$ cat src/rtl/div_arbiter.sv
// Shares one iterative divide core between two requesters with round-robin priority.
// Latency: grant is combinational; response pulse arrives one cycle after the core's ready.
// Backpressure: requests wait (req_ready_o low) while the core is owned; responses are never stalled.
module div_arbiter #(
  parameter int NREQ = 2
) (
  input  logic                  clk,
  input  logic                  rst,
  input  logic [NREQ-1:0]       req_valid_i,
  input  logic [NREQ-1:0][31:0] req_dividend_i,
  input  logic [NREQ-1:0][31:0] req_divisor_i,
  input  logic [NREQ-1:0][2:0]  req_op_i,
  input  logic [NREQ-1:0][4:0]  req_waddr_i,
  output logic [NREQ-1:0]       req_ready_o,
  input  logic [NREQ-1:0]       flush_i,
  output logic [NREQ-1:0]       resp_valid_o,
  output logic [31:0]           resp_result_o,
  output logic [4:0]            resp_waddr_o,
  output logic                  busy_o,
  output logic [31:0]           div_dividend_o,
  output logic [31:0]           div_divisor_o,
  output logic [2:0]            div_op_o,
  output logic [4:0]            div_waddr_o,
  output logic                  div_start_o,
  input  logic [31:0]           div_result_i,
  input  logic                  div_ready_i,
  input  logic                  div_busy_i
);

  localparam logic [0:0] ST_IDLE = 1'b0;
  localparam logic [0:0] ST_BUSY = 1'b1;

  logic [0:0]      state_q, state_d;
  logic            owner_q, owner_d;
  logic            rr_q, rr_d;
  logic [31:0]     dividend_q, dividend_d;
  logic [31:0]     divisor_q, divisor_d;
  logic [2:0]      op_q, op_d;
  logic [4:0]      waddr_q, waddr_d;
  logic [NREQ-1:0] resp_valid_q, resp_valid_d;
  logic [31:0]     resp_result_q, resp_result_d;
  logic [4:0]      resp_waddr_q, resp_waddr_d;
  logic [NREQ-1:0] eff;
  logic            grant_vld;
  logic            grant_idx;
  logic            unused_div_busy;

  // The core's busy flag carries no information the ready/start handshake lacks.
  assign unused_div_busy = div_busy_i;

  // Choose the winner among unflushed requests; rr_q breaks a tie.
  always_comb begin
    eff       = req_valid_i & ~flush_i;
    grant_vld = |eff;
    grant_idx = (&eff) ? rr_q : eff[1];
  end

  // Next-state, grant, start-line and response logic.
  always_comb begin
    state_d       = state_q;
    owner_d       = owner_q;
    rr_d          = rr_q;
    dividend_d    = dividend_q;
    divisor_d     = divisor_q;
    op_d          = op_q;
    waddr_d       = waddr_q;
    resp_valid_d  = '0;
    resp_result_d = resp_result_q;
    resp_waddr_d  = resp_waddr_q;
    req_ready_o   = '0;
    div_start_o   = 1'b0;
    case (state_q)
      ST_IDLE: begin
        // A grant during reset would be discarded, so do not advertise one.
        if (grant_vld && !rst) begin
          req_ready_o[grant_idx] = 1'b1;
          dividend_d = req_dividend_i[grant_idx];
          divisor_d  = req_divisor_i[grant_idx];
          op_d       = req_op_i[grant_idx];
          waddr_d    = req_waddr_i[grant_idx];
          owner_d    = grant_idx;
          rr_d       = ~grant_idx;
          state_d    = ST_BUSY;
        end
      end
      ST_BUSY: begin
        // Drop start in the ready cycle so the core does not relaunch.
        div_start_o = ~div_ready_i;
        if (flush_i[owner_q]) begin
          // Flush beats a coincident ready; the IDLE cycle lowers start and aborts the core.
          state_d = ST_IDLE;
        end else if (div_ready_i) begin
          resp_valid_d[owner_q] = 1'b1;
          resp_result_d         = div_result_i;
          resp_waddr_d          = waddr_q;
          state_d               = ST_IDLE;
        end
      end
      default: begin
        state_d = ST_IDLE;
      end
    endcase
  end

  // State and latched operand registers with synchronous reset.
  always_ff @(posedge clk) begin
    if (rst) begin
      state_q       <= ST_IDLE;
      owner_q       <= 1'b0;
      rr_q          <= 1'b0;
      dividend_q    <= '0;
      divisor_q     <= '0;
      op_q          <= '0;
      waddr_q       <= '0;
      resp_valid_q  <= '0;
      resp_result_q <= '0;
      resp_waddr_q  <= '0;
    end else begin
      state_q       <= state_d;
      owner_q       <= owner_d;
      rr_q          <= rr_d;
      dividend_q    <= dividend_d;
      divisor_q     <= divisor_d;
      op_q          <= op_d;
      waddr_q       <= waddr_d;
      resp_valid_q  <= resp_valid_d;
      resp_result_q <= resp_result_d;
      resp_waddr_q  <= resp_waddr_d;
    end
  end

  assign busy_o         = (state_q == ST_BUSY);
  assign resp_valid_o   = resp_valid_q;
  assign resp_result_o  = resp_result_q;
  assign resp_waddr_o   = resp_waddr_q;
  assign div_dividend_o = dividend_q;
  assign div_divisor_o  = divisor_q;
  assign div_op_o       = op_q;
  assign div_waddr_o    = waddr_q;

endmodule

$ cat config.mk
export PLATFORM = sky130hd
export DESIGN_NAME = div_arbiter
export DESIGN_NICKNAME = d
export VERILOG_FILES = /design/src/rtl/div_arbiter.sv
export SDC_FILE = /design/constraint.sdc
export NUM_CORES = 1
export LEC_CHECK = 0
export CELL_PAD_IN_SITES_DETAIL_PLACEMENT = 2
export CELL_PAD_IN_SITES_GLOBAL_PLACEMENT = 2
export CORE_ASPECT_RATIO = 2
export CORE_UTILIZATION = 17
export DETAILED_ROUTE_END_ITERATION = 6
export GPL_TIMING_DRIVEN = 0
export PLACE_DENSITY_LB_ADDON = 0.1
export SYNTH_ARGS = -nofsm -noshare
export SYNTH_HDL_FRONTEND = slang
export SYNTH_SLANG_ARGS = --single-unit
$ cat constraint.sdc
create_clock -name clk -period 1.25 [get_ports clk]
set_input_delay 0.1875 -clock clk [delete_from_list [all_inputs] [get_ports clk]]
set_output_delay 0.1875 -clock clk [all_outputs]
set_load 0.05 [all_outputs]
# --- After elaboration in Yosys (flattened, before gate mapping) ---
# Index checks and enable logic that the tools add are counted.
classes:
  add_sub_neg: 0
  n_mul: 0
  n_div: 0
  order_cmp: 4
  n_eq_ne: 0
  n_shift: 0
  n_mux: 22
  n_bitwise: 6
  n_reduce_logical: 9
op_table:
  columns: ["operator", "count"]
  rows:
  - ["$mux W32", 4]
  - ["$mux W5", 2]
  - ["$mux W1", 9]
  - ["$mux W3", 2]
  - ["$lt A1 B2 Y1 const B", 2]
  - ["$mux W2", 2]
  - ["$not A1 Y1", 4]
  - ["$reduce_and A2 Y1", 2]
  - ["$reduce_or A4 Y1", 1]
  - ["$logic_and A1 B1 Y1", 3]
  - ["$reduce_and A3 Y1", 1]
  - ["$and A2 B2 Y2", 1]
  - ["$demux W1 S1", 2]
  - ["$ge A1 B1 Y1 const B", 2]
  - ["$not A2 Y2", 1]
  - ["$pmux W1 S2", 1]
  - ["$reduce_or A2 Y1", 1]
  - ["$logic_not A1 Y1", 1]
totals:
  reg_bits: 114
  latch_bits: 0
  ramBits: 0
  mem_bits_ro: 0
  in_bits: 184
  output_inout_bits: 115
  wordCells: 51
  mem_count: 0

# --- Logic depth before layout (Yosys ltp) ---
# Gate-level depths: netlist of the first run.
logic_depth:
  depth_word: 10
  ltp_mapped: 6
  ltp_nobuf: 4

# --- Least setup slack after synthesis of the first run ---
# No wires, ideal clock.
synth_timing:
  path_kind: "register to register"
  startpoint: "register state_q (netlist: busy_o)"
  endpoint: "register state_q (netlist: busy_o)"
  arrival_time_ps: 1850
  setup_slack_ps: -661
  path_stages_with_launch: 3
  path_cell_list: "dfxtp_1 -> nor2b_1 -> a31o_2"
synth_between:
  elab_chain_cells: 2
synth_rtl:
  columns: ["element", "line_no", "text"]
  rows:
  - ["start: declaration", "33", "logic [0:0] state_q, state_d;"]
  - ["start signal: assignment", "119", "state_q <= state_d;"]
  - ["$not A1 Y1", null, null]
  - ["$pmux W1 S2 *", "72", "case (state_q)"]
# Every way passes the cells marked *; elsewhere a longest branch is shown, timed or not.
# A chain may end at the register's enable or synchronous reset.

# --- Final worst setup path of the first run ---
layout_timing:
  startpoint: "register rr_q"
  endpoint: "output port req_ready_o[0]"
layout_between:
  elab_chain_cells: 7
layout_rtl:
  columns: ["element", "line_no", "text"]
  rows:
  - ["start: declaration", "35", "logic rr_q, rr_d;"]
  - ["start signal: assignment", "121", "rr_q <= rr_d;"]
  - ["$mux W1 *", "55", "grant_idx = (&eff) ? rr_q : eff[1];"]
  - ["$lt A1 B2 Y1 (not written as such) / $ge A1 B1 Y1 (equally long branches)", "76", "req_ready_o[grant_idx] = 1'b1;"]
  - ["$logic_and A1 B1 Y1 (not written as such)", "76", null]
  - ["$mux W1 (not written as such)", "76", null]
  - ["$demux W1 S1 *", "76", null]
  - ["$mux W2 *", "75", "if (grant_vld && !rst) begin"]
  - ["$mux W2 *", "72", null]
  - ["end: declaration", "14", "output logic [NREQ-1:0] req_ready_o,"]
# Marks and branches as above.

==> results.md, run 1 <==
* Worst Hold Depth at 3
* Clock slew at reported path FFs at 0.06 ns
* PnR Total Power at 11.8 mW
* Post-synth EDFFs at 0
* Beginning of the worst hold path: rst
* Dpl hpwl at 16400 um
* NetSw at 3.43 mW
* Leak pwr at 3.84 nW
* Bufs on Longest Clock Path at 2
* Worst path cell trace: and3b_2 -> nor4_4 -> buf_6 -> buf_8
* Clock sink count at 114
* CTS H-Tree Depth at 4
* Worst r2r path cells at 5
* Avg Cell Area, Syn at 10.3 um^2
* Leading area contributor after synthesis: dfxtp_1
* WS Path Type: reg2out
* CP max stage cell: dfxtp_2
* Register share of total power at 34.3%
* DRC at 0
* Max Cap Viol at 0
* Top cell type's share of synthesized area at 52.3%
* PnR worst setup slack at -0.382 ns
* Placed Cells at 1056
* Port Buffer Count at 296
* Synth cell types at 26
* Die Ht at 229 um
* Synth-to-Final Area Change at 109%
* P per Cell Area at 1290 nW/um^2
* Worst Path Required at 1.06 ns
* Via Count at 4690
* Internal cell power at 8.35 mW
* Fin Setup TNS at -27.51 ns
* Tot GR Track Use at 16.9%
* Reg-to-Reg Start: busy_o$_SDFF_PP0_
* FFs w/ async S/R, synth at 0%
* Non-Filler Instances at 1117
* CP bufs+invs at 2
* Status: finished, violations left
* Syn Nets at 608
* Rel. slew slack at 51.2%
* CTS root buf: clkbuf_16
* Chip width at 115 um
* Synth Register Bits at 114
* Sequential share of the synthesized area at 52.3%
* Mapped cell area at 4360 um^2
* HP Class: in2reg
* Worst path max stage delay at 0.32 ns
* Vias in the first global route at 5640
* Die ar. at 26300 um^2
* Min cycle time layout at 1.63 ns
* CTS tree: done
* Antenna-violating nets left at 0
* Ys Warns at 0
* Critical Path Sink Type: output port
* CTS Buf Count at 17
* First-pass GRT wire length at 32100 um
* Critical Path Start Type: register
* VDD IR max at 0.850 mV
* Unrepaired setup endpoints after global routing: true
* Worst-margin pin slew at 0.732 ns
* Row cnt at 82
* Final worst-path cycle share at 131%
* Largest net degree at the start of global routing at 17
* Layout cell share with drive strength beyond 1 at 40.9%
* Worst slack, placed at -1.12 ns
* Nets@finish at 947
* Worst EP arrival at 1.44 ns
* Most common cell in the netlist: dfxtp_1
* Gpl congestion at 0.706
* Worst-path fanout max at 3
* Gate power share at 22.5%
* Maximum clock frequency at 0.613 GHz
* Final setup viols at 122
* Slew Viols, Final at 0
* Final hold viol count at 0
* Gate Count Post-Synth at 424
* Initial antenna violation count at 5
* Pre-antenna DRT Iters at 4
* Hold Buf Count CTS at 0
* Synth Flop Type: dfxtp_1
* Failing checks: negative setup slack
* Io pins at 299
* Initial core utilization at 17.4%
* Largest delay share family, worst path: simple AND/OR/NAND/NOR gates
* Initial DRC Count at 93
* Worst-skew pair later-pin latency at 0.43 ns
* DR vias/cell at 4.20
* Critical path depth in cells at 4
* Wirelength per Cell at 19.4 um
* Clock power frac at 43.2%
* WHS at 0.250 ns
* Net Sw Frac at 29.1%
* Total gr overflow at 0
* DRT Wirelength at 21700 um
* CP startpoint: rr_q$_SDFFE_PP0P_
* Commonest cells in the netlist: dfxtp_1, nand2_1, and2_1, a221o_1, a21oi_1
* CORE AREA at 25100 um^2
* Worst Clk Skew at 0.00506 ns
* Synth area leaders: dfxtp_1, a221o_1, and2_1
## power by group through the flow
stage	registers (mW)	logic, mW	clock network, mW
floorplan	4.88	0.490	0
global placement	4.09	2.49	0
detailed placement	4.09	2.53	0
CTS	4.03	2.58	5.25
global route	4.07	2.79	5.41
finish	4.04	2.65	5.08
## metal layers
| layer | vias to the layer above | part of all wire [%] | global-route usage, % |
|---|---|---|---|
| met4 | 0 | 3.0 | 9.25 |
| met1 | 2266 | 29 | 13.1 |
| met3 | 27 | 6.8 | 5.91 |
| li1 | 2211 | - | - |
| met2 | 186 | 61 | 34.4 |
| met5 | - | 0 | 0 |
## area by class of cell
cell class / count / area [um^2]
timing repair buffer: 323 / 3090
sequential: 114 / 2290
clock inverter: 8 / 97.6
inverter: 1 / 3.75
fill: 2706 / 16000
clock buffer: 24 / 513
antenna: 5 / 12.5
multi-input combinational: 273 / 2340
buffer: 33 / 359
tap: 336 / 420
## what timing repair did
action	4_1_cts	5_1_grt
gates resized for setup	740	163
gates cloned	4	1
setup endpoints to repair	227	156
setup buffers	20	6
pin swaps	31	58
## worst reg2reg max path, delay by kind of cell, from the launching register on
| family | cells | cell delay, ns |
|---|---|---|
| flip-flops | 1 | 0.38 |
| AO/OA/AOI/OAI | 2 | 0.55 |
| buffers and inverters | 2 | 0.32 |
| AND/OR/NAND/NOR | 1 | 0.16 |
## cell families (layout without fill, tap and decap cells)
group	after synthesis	in the layout	synth area share, %
AOI/OAI and AO/OA	113	113	21.9
buffers and inverters	37	389	6.25
DFF	114	114	52.3
muxes	1	1	0.229
other	0	5	0
and+or+nand+nor	159	159	19.3
## final timing paths
path / endpoint / slack, ns
worst max-delay path: req_ready_o[0] / -0.38
worst min-delay path: rr_q$_SDFFE_PP0P_ / 0.25
worst max register to register: div_dividend_o[11]$_SDFFE_PP0P_ / -0.28
worst min register to register: resp_waddr_o[3]$_SDFFE_PP0P_ / 0.46
## stage by stage
stage	util (%)	instance area, um^2
floorplan	-	4420
global placement	31.0	7800
detailed placement	31.0	7800
CTS	34.3	8630
global route	36.4	9140
finish	36.4	9140
## registers in the layout, summed over array words and instances, names as in the netlist
signal          count
div_dividend_o     32
div_divisor_o      32
resp_result_o      32
div_waddr_o         5
resp_waddr_o        5
div_op_o            3
resp_valid_o        2
busy_o              1
owner_q             1
rr_q                1
## cell usage in the layout, fill, tap and decap left out, types with 3 or more instances in the layout
| cell type | synthesis | routed |
|---|---|---|
| a221o_2 | 3 | 3 |
| and2_1 | 72 | 72 |
| clkbuf_1 | 5 | 5 |
| dfxtp_2 | 0 | 4 |
| clkinvlp_4 | 0 | 3 |
| buf_6 | 14 | 38 |
| nand2_1 | 74 | 20 |
| buf_2 | 14 | 12 |
| clkinv_2 | 0 | 3 |
| dlymetal6s2s_1 | 0 | 3 |
| nand2_2 | 0 | 14 |
| buf_12 | 0 | 9 |
| clkbuf_8 | 0 | 4 |
| clkbuf_16 | 0 | 20 |
| diode_2 | 0 | 5 |
| dfxtp_1 | 114 | 108 |
| a21oi_2 | 0 | 36 |
| clkdlybuf4s50_1 | 0 | 178 |
| buf_4 | 3 | 80 |
| nand2_4 | 0 | 40 |
| a221o_1 | 69 | 69 |
| clkbuf_4 | 0 | 22 |
| buf_8 | 0 | 7 |
No activity file was read; power rests on OpenSTA's default activity.
==> inputs of run 2 (changes only) <==
--- a/config.mk
+++ b/config.mk
@@ -5,6 +5,8 @@
 export SDC_FILE = /design/constraint.sdc
 export NUM_CORES = 1
 export LEC_CHECK = 0
+export ABC_AREA = 0
+export CAP_MARGIN = 10
 export CELL_PAD_IN_SITES_DETAIL_PLACEMENT = 2
 export CELL_PAD_IN_SITES_GLOBAL_PLACEMENT = 2
 export CORE_ASPECT_RATIO = 2
==> results of run 2 <==
Final layout, timing and power as in run 1 (identical DEF).
